[src/rtl/osd_scanlines.sv]
// CRT scanline stage after the OSD overlay. It darkens every odd active line, detects the
// hs/vs polarity by itself, and has a fixed 2-clock latency on data and syncs.
module osd_scanlines #(
    parameter int HCNT_W = 12,
    parameter int VCNT_W = 11
) (
    input  logic        clk_video,
    input  logic        reset_n,
    input  logic [1:0]  mode,
    input  logic [23:0] din,
    input  logic        de_in,
    input  logic        hs_in,
    input  logic        vs_in,
    output logic [23:0] dout,
    output logic        de_out,
    output logic        hs_out,
    output logic        vs_out,
    output logic        hs_pol,
    output logic        vs_pol
);

    typedef enum logic [1:0] {
        SL_OFF = 2'd0,
        SL_25  = 2'd1,
        SL_50  = 2'd2,
        SL_75  = 2'd3
    } strength_e;

    // Reset asserts asynchronously and releases on a clock edge.
    logic [1:0] rst_sync_q;
    logic       rst_n;

    // NOTE: sequential state uses non-blocking assignments only, so every flop samples pre-edge values.
    always_ff @(posedge clk_video or negedge reset_n) begin
        if (!reset_n) rst_sync_q <= 2'b00;
        else          rst_sync_q <= {rst_sync_q[0], 1'b1};
    end

    assign rst_n = rst_sync_q[1];

    logic              hs_d1_q, vs_d1_q;
    logic              hs_edge, hs_fall, hs_lead;
    logic              vs_edge, vs_fall, vs_lead;
    logic [HCNT_W-1:0] hrun_q, hrun_d, hhi_q, hhi_d, hlo_q, hlo_d;
    logic [VCNT_W-1:0] vrun_q, vrun_d, vhi_q, vhi_d, vlo_q, vlo_d;
    logic              hs_pol_q, hs_pol_d, vs_pol_q, vs_pol_d;
    logic              parity_q, parity_d;
    strength_e         mode_q, mode_d;

    assign hs_edge = hs_in ^ hs_d1_q;
    assign hs_fall = hs_d1_q & ~hs_in;
    assign hs_lead = hs_edge & (hs_in == hs_pol_q);
    assign vs_edge = vs_in ^ vs_d1_q;
    assign vs_fall = vs_d1_q & ~vs_in;
    assign vs_lead = vs_edge & (vs_in == vs_pol_q);

    // The shorter level of hs is its active level. Equal runs, including two saturated runs, keep the old value.
    // NOTE: every always_comb output gets a default first, so no path leaves it unassigned and no latch is inferred.
    always_comb begin
        hrun_d   = hrun_q;
        hhi_d    = hhi_q;
        hlo_d    = hlo_q;
        hs_pol_d = hs_pol_q;
        if (hs_edge) begin
            hrun_d = '0;
            if (hs_d1_q) hhi_d = hrun_q;
            else         hlo_d = hrun_q;
        end else if (hrun_q != '1) begin
            hrun_d = hrun_q + HCNT_W'(1);
        end
        if (hs_fall && (hhi_d != hlo_d)) begin
            hs_pol_d = (hhi_d < hlo_d);
        end
    end

    // vs uses the same scheme. Its run length is counted in hs leading edges (lines).
    always_comb begin
        vrun_d   = vrun_q;
        vhi_d    = vhi_q;
        vlo_d    = vlo_q;
        vs_pol_d = vs_pol_q;
        if (vs_edge) begin
            vrun_d = '0;
            if (vs_d1_q) vhi_d = vrun_q;
            else         vlo_d = vrun_q;
        end else if (hs_lead && (vrun_q != '1)) begin
            vrun_d = vrun_q + VCNT_W'(1);
        end
        if (vs_fall && (vhi_d != vlo_d)) begin
            vs_pol_d = (vhi_d < vlo_d);
        end
    end

    // A frame start clears the parity even when the line starts on the same clock.
    // The strength changes only at a frame boundary.
    always_comb begin
        parity_d = parity_q;
        mode_d   = mode_q;
        if (vs_lead) begin
            parity_d = 1'b0;
            mode_d   = strength_e'(mode);
        end else if (hs_lead) begin
            parity_d = ~parity_q;
        end
    end

    always_ff @(posedge clk_video or negedge rst_n) begin
        if (!rst_n) begin
            hs_d1_q  <= 1'b0;
            vs_d1_q  <= 1'b0;
            hrun_q   <= '0;
            hhi_q    <= '0;
            hlo_q    <= '0;
            vrun_q   <= '0;
            vhi_q    <= '0;
            vlo_q    <= '0;
            hs_pol_q <= 1'b0;
            vs_pol_q <= 1'b0;
            parity_q <= 1'b0;
            mode_q   <= SL_OFF;
        end else begin
            hs_d1_q  <= hs_in;
            vs_d1_q  <= vs_in;
            hrun_q   <= hrun_d;
            hhi_q    <= hhi_d;
            hlo_q    <= hlo_d;
            vrun_q   <= vrun_d;
            vhi_q    <= vhi_d;
            vlo_q    <= vlo_d;
            hs_pol_q <= hs_pol_d;
            vs_pol_q <= vs_pol_d;
            parity_q <= parity_d;
            mode_q   <= mode_d;
        end
    end

    // Stage 1 computes the candidate levels for each 8-bit channel. c>>1 + c>>2 cannot overflow 8 bits.
    logic [23:0] half_d, quart_d, three_d;

    always_comb begin
        half_d  = '0;
        quart_d = '0;
        three_d = '0;
        for (int ch = 0; ch < 3; ch++) begin
            half_d[ch*8 +: 8]  = din[ch*8 +: 8] >> 1;
            quart_d[ch*8 +: 8] = din[ch*8 +: 8] >> 2;
            three_d[ch*8 +: 8] = (din[ch*8 +: 8] >> 1) + (din[ch*8 +: 8] >> 2);
        end
    end

    logic [23:0] pix_s1_q, half_s1_q, quart_s1_q, three_s1_q;
    logic        de_s1_q, hs_s1_q, vs_s1_q, par_s1_q;

    always_ff @(posedge clk_video or negedge rst_n) begin
        if (!rst_n) begin
            pix_s1_q   <= '0;
            half_s1_q  <= '0;
            quart_s1_q <= '0;
            three_s1_q <= '0;
            de_s1_q    <= 1'b0;
            hs_s1_q    <= 1'b0;
            vs_s1_q    <= 1'b0;
            par_s1_q   <= 1'b0;
        end else begin
            pix_s1_q   <= din;
            half_s1_q  <= half_d;
            quart_s1_q <= quart_d;
            three_s1_q <= three_d;
            de_s1_q    <= de_in;
            hs_s1_q    <= hs_in;
            vs_s1_q    <= vs_in;
            par_s1_q   <= parity_q;
        end
    end

    // Stage 2 selects the output. Blanking and even lines pass through unchanged.
    logic [23:0] dout_d;

    always_comb begin
        dout_d = pix_s1_q;
        if (de_s1_q && par_s1_q) begin
            case (mode_q)
                SL_25:   dout_d = three_s1_q;
                SL_50:   dout_d = half_s1_q;
                SL_75:   dout_d = quart_s1_q;
                default: dout_d = pix_s1_q;
            endcase
        end
    end

    logic [23:0] dout_q;
    logic        de_q, hs_q, vs_q;

    always_ff @(posedge clk_video or negedge rst_n) begin
        if (!rst_n) begin
            dout_q <= '0;
            de_q   <= 1'b0;
            hs_q   <= 1'b0;
            vs_q   <= 1'b0;
        end else begin
            dout_q <= dout_d;
            de_q   <= de_s1_q;
            hs_q   <= hs_s1_q;
            vs_q   <= vs_s1_q;
        end
    end

    assign dout   = dout_q;
    assign de_out = de_q;
    assign hs_out = hs_q;
    assign vs_out = vs_q;
    assign hs_pol = hs_pol_q;
    assign vs_pol = vs_pol_q;

endmodule

[config.mk]
export PLATFORM = sky130hd
export DESIGN_NAME = osd_scanlines
export DESIGN_NICKNAME = d
export VERILOG_FILES = /design/src/rtl/osd_scanlines.sv
export SDC_FILE = /design/constraint.sdc
export NUM_CORES = 1
export LEC_CHECK = 0
export ABC_AREA = 1
export CAP_MARGIN = 20
export CORE_MARGIN = 2
export CORE_UTILIZATION = 55
export CTS_BUF_LIST = sky130_fd_sc_hd__clkbuf_4
export DETAILED_ROUTE_END_ITERATION = 10
export GPL_TIMING_DRIVEN = 0
export PLACE_DENSITY = 0.79
export SETUP_SLACK_MARGIN = 0.4
export SYNTH_ARGS = -nofsm -noshare
export SYNTH_HDL_FRONTEND = slang
export SYNTH_SLANG_ARGS = --single-unit
[constraint.sdc]
create_clock -name clk_video -period 8.5 [get_ports clk_video]
set_input_delay 0.85 -clock clk_video [delete_from_list [all_inputs] [get_ports clk_video]]
set_output_delay 0.85 -clock clk_video [all_outputs]
set_load 0.03 [all_outputs]
==> impl_metrics.env <==
export IMPL_place_congestion=0.8233
export IMPL_viasPerCell=5.209
export IMPL_num_fill_cells=1117
export IMPL_routedWlPerCell_microns=13.75
export IMPL_fmax_mhz=316.2
export IMPL_yosys_top_cells_area="dfrtp_1, nand2_1, ha_1"
export IMPL_cts_max_level=4
export IMPL_ff2ff_setup_slack_ns=5.73
export IMPL_syn_area_sq_um=7491
export IMPL_worstSetupPathType="input port to register"
export IMPL_setup_worst_path_start_class="input port"
export IMPL_diodes=0
export IMPL_antenna_found_initial=0
export IMPL_ios=60
export IMPL_slew_viol_final=0
export IMPL_rsz0062_at_grt="no"
export IMPL_dr_total_vias=5621
export IMPL_postPlaceCellArea_sq_um=8361
export IMPL_coreArea_sq_um=13300
export IMPL_io_buffers=59
export IMPL_drive_gt1_share_pct=8.195
export IMPL_fin_crit_sh_pct=37.20
export IMPL_drc_errors=0
export IMPL_crit_fanout=10
export IMPL_synth_warning_count=0
export IMPL_cts_setup_buffers=0
export IMPL_worstReg2RegEnd="hs_pol$_DFFE_PN0P_"
export IMPL_cts_sinks=155
export IMPL_maxCapViolations=0
export IMPL_dieArea_sq_um=14570
export IMPL_maxSlewHeadroom_pct=42.34
export IMPL_reg2reg_from="hs_s1_q$_DFF_PN0_"
export IMPL_syn_inst=811
export IMPL_grt_usage_pct=22.14
export IMPL_layout_common_cells="nand2_1, dfrtp_1, inv_1"
export IMPL_synth_top_area_cell="dfrtp_1"
export IMPL_rr_worst_depth=13
export IMPL_worstMarginPinSlew_ns=0.8558
export IMPL_clockBufferDepth=2
export IMPL_syn_to_final_growth_pct=15.12
export IMPL_drt_iter0_markers=264
export IMPL_end_kind="register"
export IMPL_synth_top_cell_area_share_pct=51.78
export IMPL_peakVddDrop_mv=0.1860
export IMPL_yosysSeqAreaShare_pct=51.78
export IMPL_syn_avg_cell_area_sq_um=9.237
export IMPL_fin_nets=976
export IMPL_syn_num_nets=896
export IMPL_grt_max_degree=63
export IMPL_cts_hold_fix_buffers=0
export IMPL_ys_ff_latch=155
export IMPL_ant_nets=0
export IMPL_hold_class="register to async pin"
export IMPL_rows=42
export IMPL_cts_tree="built"
export IMPL_worstSkewPairLatency_ns=0.57
export IMPL_cts_resized=0
export IMPL_crit_required_ns=8.97
export IMPL_path_clk_slew_ns=0.13
export IMPL_die_w_microns=120.7
export IMPL_fin_area_sq_um=8623
export IMPL_synth_edff_count=0
export IMPL_setup_viol=0
export IMPL_synth_cell_types=41
export IMPL_p_per_area_nw_per_um2=195.4
export IMPL_routed_wl_mm=14.84
export IMPL_multi_input_area_sq_um=3073
export IMPL_hold_violations=0
export IMPL_fp_dieH_microns=120.7
export IMPL_ys_flop_type="dfrtp_1"
export IMPL_tns_ns=0
export IMPL_first_pass_iters=4
export IMPL_final_common_cell="nand2_1"
export IMPL_grt_overflow_total=0
export IMPL_fin_crit_ns=3.162
export IMPL_grt_pass1_wl_mm=25.02
export IMPL_status="finished clean"
export IMPL_start_util_pct=56.34
export IMPL_p_leak_nw=4.310
export IMPL_cts_buffers=17
export IMPL_root_buffer="clkbuf_4"
export IMPL_finClkSkew_ns=0.01620
export IMPL_worstPathArrival_ns=3.63
export IMPL_grt_pass1_vias=5441
export IMPL_regArea_sq_um=3882
export IMPL_dp_hpwl_mm=10.91
export IMPL_async_reset_ff_share_pct=100.0
-- cell families after synthesis --
kind of cell               count (synthesis)  synth area share [%]
AOI/OAI and AO/OA                        140                 11.39
xor gates and xnor gates                  15                 1.754
adders and majority gates                 54                 9.320
buffers and inverters                    132                 7.199
DFF                                      155                 51.78
other                                      1               0.05006
and+or+nand+nor                          314                 18.51
-- synthesized netlist by cell type, types with 2 or more instances --
| cell | number |
|---|---|
| nand2_1 | 186 |
| dfrtp_1 | 155 |
| inv_1 | 106 |
| o21ai_0 | 85 |
| nand3_1 | 63 |
| ha_1 | 51 |
| nor2_1 | 40 |
| a21oi_1 | 22 |
| xor2_1 | 14 |
| o22a_1 | 12 |
| buf_2 | 11 |
| nand4_1 | 7 |
| a41oi_2 | 5 |
| buf_4 | 5 |
| a21o_1 | 4 |
| inv_2 | 4 |
| o21bai_1 | 4 |
| fa_1 | 3 |
| nand2_2 | 3 |
| nor2_4 | 3 |
| nor3_1 | 3 |
| o21ai_2 | 3 |
| clkbuf_1 | 2 |
| nor2_2 | 2 |
| o211ai_1 | 2 |
-- layout make-up --
type / instances / share of cell area [%]
Multi-Input combinational cell: 524 / 35.64
Clock buffer: 18 / 1.567
Inverter: 111 / 4.861
Tap cell: 176 / 2.554
Buffer: 21 / 1.393
Sequential cell: 155 / 45.02
Timing Repair Buffer: 61 / 7.487
Clock inverter: 13 / 1.480
-- layer usage --
| layer | part of all wire (%) | vias up | global-route usage, % |
|---|---|---|---|
| li1 | - | 2802 | - |
| met1 | 45 | 2684 | 28.40 |
| met2 | 48 | 108 | 35.91 |
| met3 | 4.7 | 27 | 6.085 |
| met4 | 2.3 | 0 | 8.576 |
| met5 | 0 | - | 0 |
-- flip-flops by register name, summed over array words and instances, names as in the netlist, 2 cells and up --
signal and count:
hrun_q 12, pix_s1_q 23, vrun_q 11, hhi_q 12, three_s1_q 24, rst_sync_q 2
hlo_q 12, dout 24, vhi_q 11, vlo_q 11, mode_q 2
-- metrics by stage --
step / total power, mW / utilization, % / cells / setup slack [ns] / hold WS [ns]
6_report: 1.685 / 64.86 / 1079 / 5.338 / 0.3264
5_1_grt: 1.783 / 64.86 / 1079 / 5.177 / 0.3739
4_1_cts: 1.700 / 64.86 / 1079 / 5.404 / 0.3420
3_5_place_dp: 1.275 / 62.88 / 1048 / 4.789 / 0.3347
3_3_place_gp: 1.262 / 62.44 / 1046 / 2.361 / 0.3331
2_1_floorplan: 1.131 / - / 811 / 3.861 / 0.3312
-- how the worst max path moves through the flow --
stage	startpoint	end	slack, ns	cells after the start
floorplan	rst_sync_q[1]$_DFF_PN0_	de_out$_DFF_PN0_	3.86	0
global placement	rst_sync_q[1]$_DFF_PN0_	three_s1_q[20]$_DFF_PN0_	2.36	0
detailed placement	hs_in	hs_pol$_DFFE_PN0P_	4.79	15
CTS	hs_in	hs_pol$_DFFE_PN0P_	5.40	15
global route	hs_in	hs_pol$_DFFE_PN0P_	5.18	15
finish	hs_in	hs_pol$_DFFE_PN0P_	5.34	15
-- where the power goes --
part | internal (mW) | switching (mW)
sequential | 0.817 | 0.0338
clock | 0.172 | 0.252
combinational | 0.153 | 0.257
-- critical path: stages --
cell             delay, ns
clkdlybuf4s50_1       0.50
inv_1                 0.07
ha_1                  0.40
inv_1                 0.08
nand2_1               0.16
clkbuf_1              0.38
o21ai_0               0.24
ha_1                  0.35
nand2_1               0.08
nor2_1                0.18
nand3_1               0.10
nand2_1               0.09
inv_1                 0.04
nand3_1               0.07
nand2_1               0.05
Note: power is estimated with default switching activity, not from simulation.
